==> src/rtl/stream_topk_drain.sv <==
// Streaming top-K tracker: keeps the K largest samples sorted and drains them largest-first.
// Define STREAM_TOPK_SIGNED_EN to rank samples as two's-complement signed values.
module stream_topk_drain #(
   parameter int DATA_WIDTH = 32,
   parameter int K          = 4
) (
   input  logic                     clk,
   input  logic                     resetn,
   input  logic [DATA_WIDTH-1:0]    din,
   input  logic                     din_valid,
   input  logic                     drain,
   output logic [DATA_WIDTH-1:0]    dout,
   output logic                     dout_valid,
   input  logic                     dout_ready,
   output logic                     dout_last,
   output logic                     busy,
   output logic [$clog2(K+1)-1:0]   count
);
   localparam int CW = $clog2(K+1);

   typedef enum logic {ACCUM, DRAIN} state_t;

   state_t                state;
   logic [DATA_WIDTH-1:0] entry     [K];
   logic [DATA_WIDTH-1:0] ins_entry [K];
   logic [CW-1:0]         pos;
   logic [CW-1:0]         ins_count;
   logic                  accept;

   function automatic logic at_least(input logic [DATA_WIDTH-1:0] a,
                                     input logic [DATA_WIDTH-1:0] b);
`ifdef STREAM_TOPK_SIGNED_EN
      return $signed(a) >= $signed(b);
`else
      return a >= b;
`endif
   endfunction

   // Insertion slot = number of occupied entries ranking at or above din, so ties land after equals.
   always_comb begin
      pos = '0;
      for (int i = 0; i < K; i++) begin
         if (CW'(i) < count && at_least(entry[i], din))
            pos = pos + CW'(1);
      end
      accept    = din_valid && (pos != CW'(K));
      ins_entry = entry;
      ins_count = count;
      if (accept) begin
         ins_entry[0] = (pos == '0) ? din : entry[0];
         for (int i = 1; i < K; i++) begin
            if (CW'(i) == pos)
               ins_entry[i] = din;
            else if (CW'(i) > pos)
               ins_entry[i] = entry[i-1];
         end
         if (count != CW'(K))
            ins_count = count + CW'(1);
      end
   end

   always_ff @(posedge clk) begin
      if (!resetn) begin
         state      <= ACCUM;
         count      <= '0;
         dout       <= '0;
         dout_valid <= 1'b0;
         dout_last  <= 1'b0;
         busy       <= 1'b0;
         for (int i = 0; i < K; i++)
            entry[i] <= '0;
      end else begin
         case (state)
            ACCUM: begin
               entry <= ins_entry;
               count <= ins_count;
               // Drain sees the post-insert contents, so a same-cycle sample is included.
               if (drain && ins_count != '0) begin
                  state      <= DRAIN;
                  busy       <= 1'b1;
                  dout_valid <= 1'b1;
                  dout       <= ins_entry[0];
                  dout_last  <= (ins_count == CW'(1));
               end
            end
            DRAIN: begin
               if (dout_ready) begin
                  if (dout_last) begin
                     state      <= ACCUM;
                     count      <= '0;
                     dout       <= '0;
                     dout_valid <= 1'b0;
                     dout_last  <= 1'b0;
                     busy       <= 1'b0;
                     for (int i = 0; i < K; i++)
                        entry[i] <= '0;
                  end else begin
                     for (int i = 0; i < K-1; i++)
                        entry[i] <= entry[i+1];
                     entry[K-1] <= '0;
                     count      <= count - CW'(1);
                     dout       <= entry[1];
                     dout_last  <= (count == CW'(2));
                  end
               end
            end
            default: state <= ACCUM;
         endcase
      end
   end
endmodule
==> config.mk <==
export PLATFORM = sky130hd
export DESIGN_NAME = stream_topk_drain
export DESIGN_NICKNAME = d
export VERILOG_FILES = /design/src/rtl/stream_topk_drain.sv
export SDC_FILE = /design/constraint.sdc
export NUM_CORES = 1
export LEC_CHECK = 0
export ABC_AREA = 1
export ABC_CLOCK_PERIOD_IN_PS = 6300
export CAP_MARGIN = 20
export CORE_MARGIN = 4
export CORE_UTILIZATION = 30
export DETAILED_ROUTE_END_ITERATION = 12
export GPL_TIMING_DRIVEN = 0
export PLACE_DENSITY = 0.55
export SLEW_MARGIN = 20
export SYNTH_ARGS = -nofsm -noshare
export SYNTH_HDL_FRONTEND = slang
export SYNTH_SLANG_ARGS = --single-unit
export TNS_END_PERCENT = 5
==> constraint.sdc <==
create_clock -name clk -period 6.3 [get_ports clk]
set_clock_uncertainty 0.2 [all_clocks]
set_input_delay 1.26 -clock clk [delete_from_list [all_inputs] [get_ports clk]]
set_output_delay 1.26 -clock clk [all_outputs]
set_load 0.02 [all_outputs]
==> impl_results.md <==
- Status: completed
- Critical path's slowest cell: clkdlybuf4s50_1
- DRC marker count from the first detailed-route iteration: 965
- Fmax: 163 MHz
- Remaining global-route overflow: 0
- Area growth, synth to finish: 18.5%
- Synth Register Bits: 166
- R2R Setup Slk: 1.00 ns
- EDFF count, synth: 0
- CTS Hold Buffers Added: 0
- Vias per cell: 5.11
- TritonCTS Buffers: 17
- Final core occ: 36.3%
- Final Hold Viols: 0
- Largest delay share family, worst path: compound AO/OA/AOI/OAI gates
- Reg2reg path depth: 30
- Critical Path End Type: flop
- Setup violations, final: 0
- Power Total: 0.00464 W
- Required @ worst endpoint: 6.43 ns
- Post-Place Worst Slack: -1.34 ns
- Root Driver: clkbuf_16
- Tcrit/Tclk final: 97.5%
- Final net count: 2042
- Total GRT Usage: 19.5%
- Die X: 208 um
- Slew Viols, Final: 0
- DRC violations left: 0
- Gp weighted congestion: 0.907
- Worst Setup SP: din[4]
- WL per Instance: 18.1 um
- Share of cells above drive strength 1: 9.68%
- Reg area: 3320 sq um
- Die area: 43200 sq um
- Sequential area share after synthesis: 27.7%
- Detailed-route via count: 12300
- Ranking of synthesized cells by area: dfxtp_1, ha_1, nand2_1
- Avg Inst Size Synth: 6.77 sq um
- Syn_nets: 1944
- Worst Path Buf+Inv: 6
- H-tree depth: 4
- Input/output buffers: 72
- Cell Pwr Density: 327 nW/um^2
- Final critical-path required period: 6.14 ns
- Bufs on Longest Clock Path: 2
- Slew HR: 40.7%
- HP Class: reg -> reg
- Clock sinks: 166
- Total wire length: 43400 um
- Post-DP HPWL: 32400 um
- Filler Cell Count: 4205
- YS warnings: 0
- Setup ws final: 0.158 ns
- Die H: 208 um
- Crit path largest cell delay: 0.56 ns
- Row count: 72
- Yosys top cell by area: dfxtp_1
- Share of the synthesized area in the top cell type: 27.7%
- Hold Path Sink: entry[0]$_SDFFE_PN0P_
- Reg clk slew, reported paths: 0.07 ns
- Worst Path Class, Setup: in -> reg
- Mapped cell area: 12000 sq um
- WP data arrival: 6.27 ns
- R2R Path Start: entry[64]$_SDFFE_PN0P_
- I/O Pins: 75
- CORE AREA: 39100 sq um
- Least-Margin Pin Slew: 0.890 ns
- Synth Flop Type: dfxtp_1
- Worst Path Max Fanout: 10
- Worst R2R End: entry[86]$_SDFFE_PN0P_
- Gate Count Post-Synth: 1770
- CTS tree: done
- Worst hold path depth: 2
- Multi-input gate area: 7510 sq um
- Initial cell density of the core: 30.6%
- Global-route wire length before repair: 67200 um
- Post-synth cell types: 45
- Final antenna-violating net count: 0
- Hold Crit Start: entry[0]$_SDFFE_PN0P_
- Vias in the first global route: 11900
- Startpoint Class: primary input
- Max-Cap Viols: 0
- Leakage: 6.50 nW
- Initial antenna violation count: 1
- VDD IR-drop max: 164 uV
- Ant diodes: 0
- Largest net degree at the start of global routing: 17
- FFs w/ async S/R, synth: 0%
- Number of detailed-route iterations in the first pass: 6
- Clk_lat worst skew: 0.45 ns
power by group:
group | internal (W) | switching [W]
Combinational | 0.000740 | 0.00132
Sequential | 0.00126 | 0.000192
Clock | 0.000608 | 0.000523
placed cells by master (no fill, tap or decap), types with 23 or more instances in the layout:
cell / Yosys / layout
nand3_1: 51 / 51
o21a_1: 35 / 35
ha_1: 137 / 137
clkbuf_1: 57 / 37
o21bai_1: 33 / 32
nor2_1: 100 / 100
a21oi_1: 233 / 228
clkdlybuf4s50_1: 0 / 67
o21ai_0: 239 / 221
inv_1: 203 / 197
nand2_1: 349 / 346
a21oi_2: 19 / 23
o21ai_1: 35 / 37
dfxtp_1: 166 / 166
final cells by class:
type | instances | area share (%)
Sequential cell | 166 | 23.4
Inverter | 209 | 5.53
Buffer | 103 | 3.91
Multi-Input combinational cell | 1293 | 52.9
Timing Repair Buffer | 78 | 5.43
Clock buffer | 18 | 3.09
Clock inverter | 14 | 1.16
Tap cell | 518 | 4.57
how the worst max path moves through the flow:
stage | end | slack (ns) | depth (start not counted)
2_1_floorplan | dout[26]$_SDFFE_PN0P_ | 1.14 | 31
3_5_place_dp | entry[115]$_SDFFE_PN0P_ | -1.34 | 29
5_1_grt | dout[13]$_SDFFE_PN0P_ | -0.002 | 29
6_report | entry[86]$_SDFFE_PN0P_ | 0.16 | 27
4_1_cts | entry[86]$_SDFFE_PN0P_ | 0.006 | 29
3_3_place_gp | entry[115]$_SDFFE_PN0P_ | -1.33 | 29
worst reg2reg max path: cells and delay by family (launching register included):
family          cells  cell delay (ns)
flops               1             0.36
simple gates        9             1.18
buf+inv             6             0.65
fa+ha+maj           3             0.92
compound gates     12             1.88
synth_stat cells, types with 5 or more instances:
| master | n |
|---|---|
| buf_1 | 5 |
| a21oi_2 | 19 |
| nand3_1 | 51 |
| buf_4 | 7 |
| o21ai_0 | 239 |
| o21bai_1 | 33 |
| dfxtp_1 | 166 |
| nand2_1 | 349 |
| a21oi_1 | 233 |
| buf_2 | 30 |
| o21ai_1 | 35 |
| ha_1 | 137 |
| o21a_1 | 35 |
| nor2_1 | 100 |
| inv_1 | 203 |
| clkbuf_1 | 57 |
| nand4_1 | 12 |
| nand2_2 | 8 |
per-layer routing:
layer	wire length [um]	track usage (%)	up-vias
met4	1280	6.75	2
met5	11	0	-
met2	18800	30.6	453
li1	-	-	6111
met1	19900	26.6	5617
met3	3350	4.34	69
sequential cells by signal (all words and copies together) (netlist names):
signal and count:
state 1, count 3, busy 1, dout 32, dout_last 1, entry 128
cell families after synthesis:
family,synth area share (%)
multiplexers,0.0940
buffers and inverters,10.7
AND/OR/NAND/NOR,18.9
AO/OA/AOI/OAI,28.1
XOR/XNOR,0.219
flip-flops,27.7
adder cells (fa/ha/maj),14.3
repair_timing:
action                                  4_1_cts  5_1_grt
setup buffers                                 3        3
resized for setup                            61       38
cloned                                        1        0
pin swaps                                     2        4
endpoints found under the setup margin      164      163
stage by stage:
stage          instance area [sq um]  std cells   TNS, ns  hold slack (ns)
2_1_floorplan                  12000       1770         0            0.244
4_1_cts                        14100       2396         0            0.271
6_report                       14200       2399         0            0.270
5_1_grt                        14200       2399  -0.00367            0.300
3_3_place_gp                   13300       2360   -175.63            0.255
3_5_place_dp                   13300       2360   -178.31            0.262
Power figures use the tool's default switching activity.
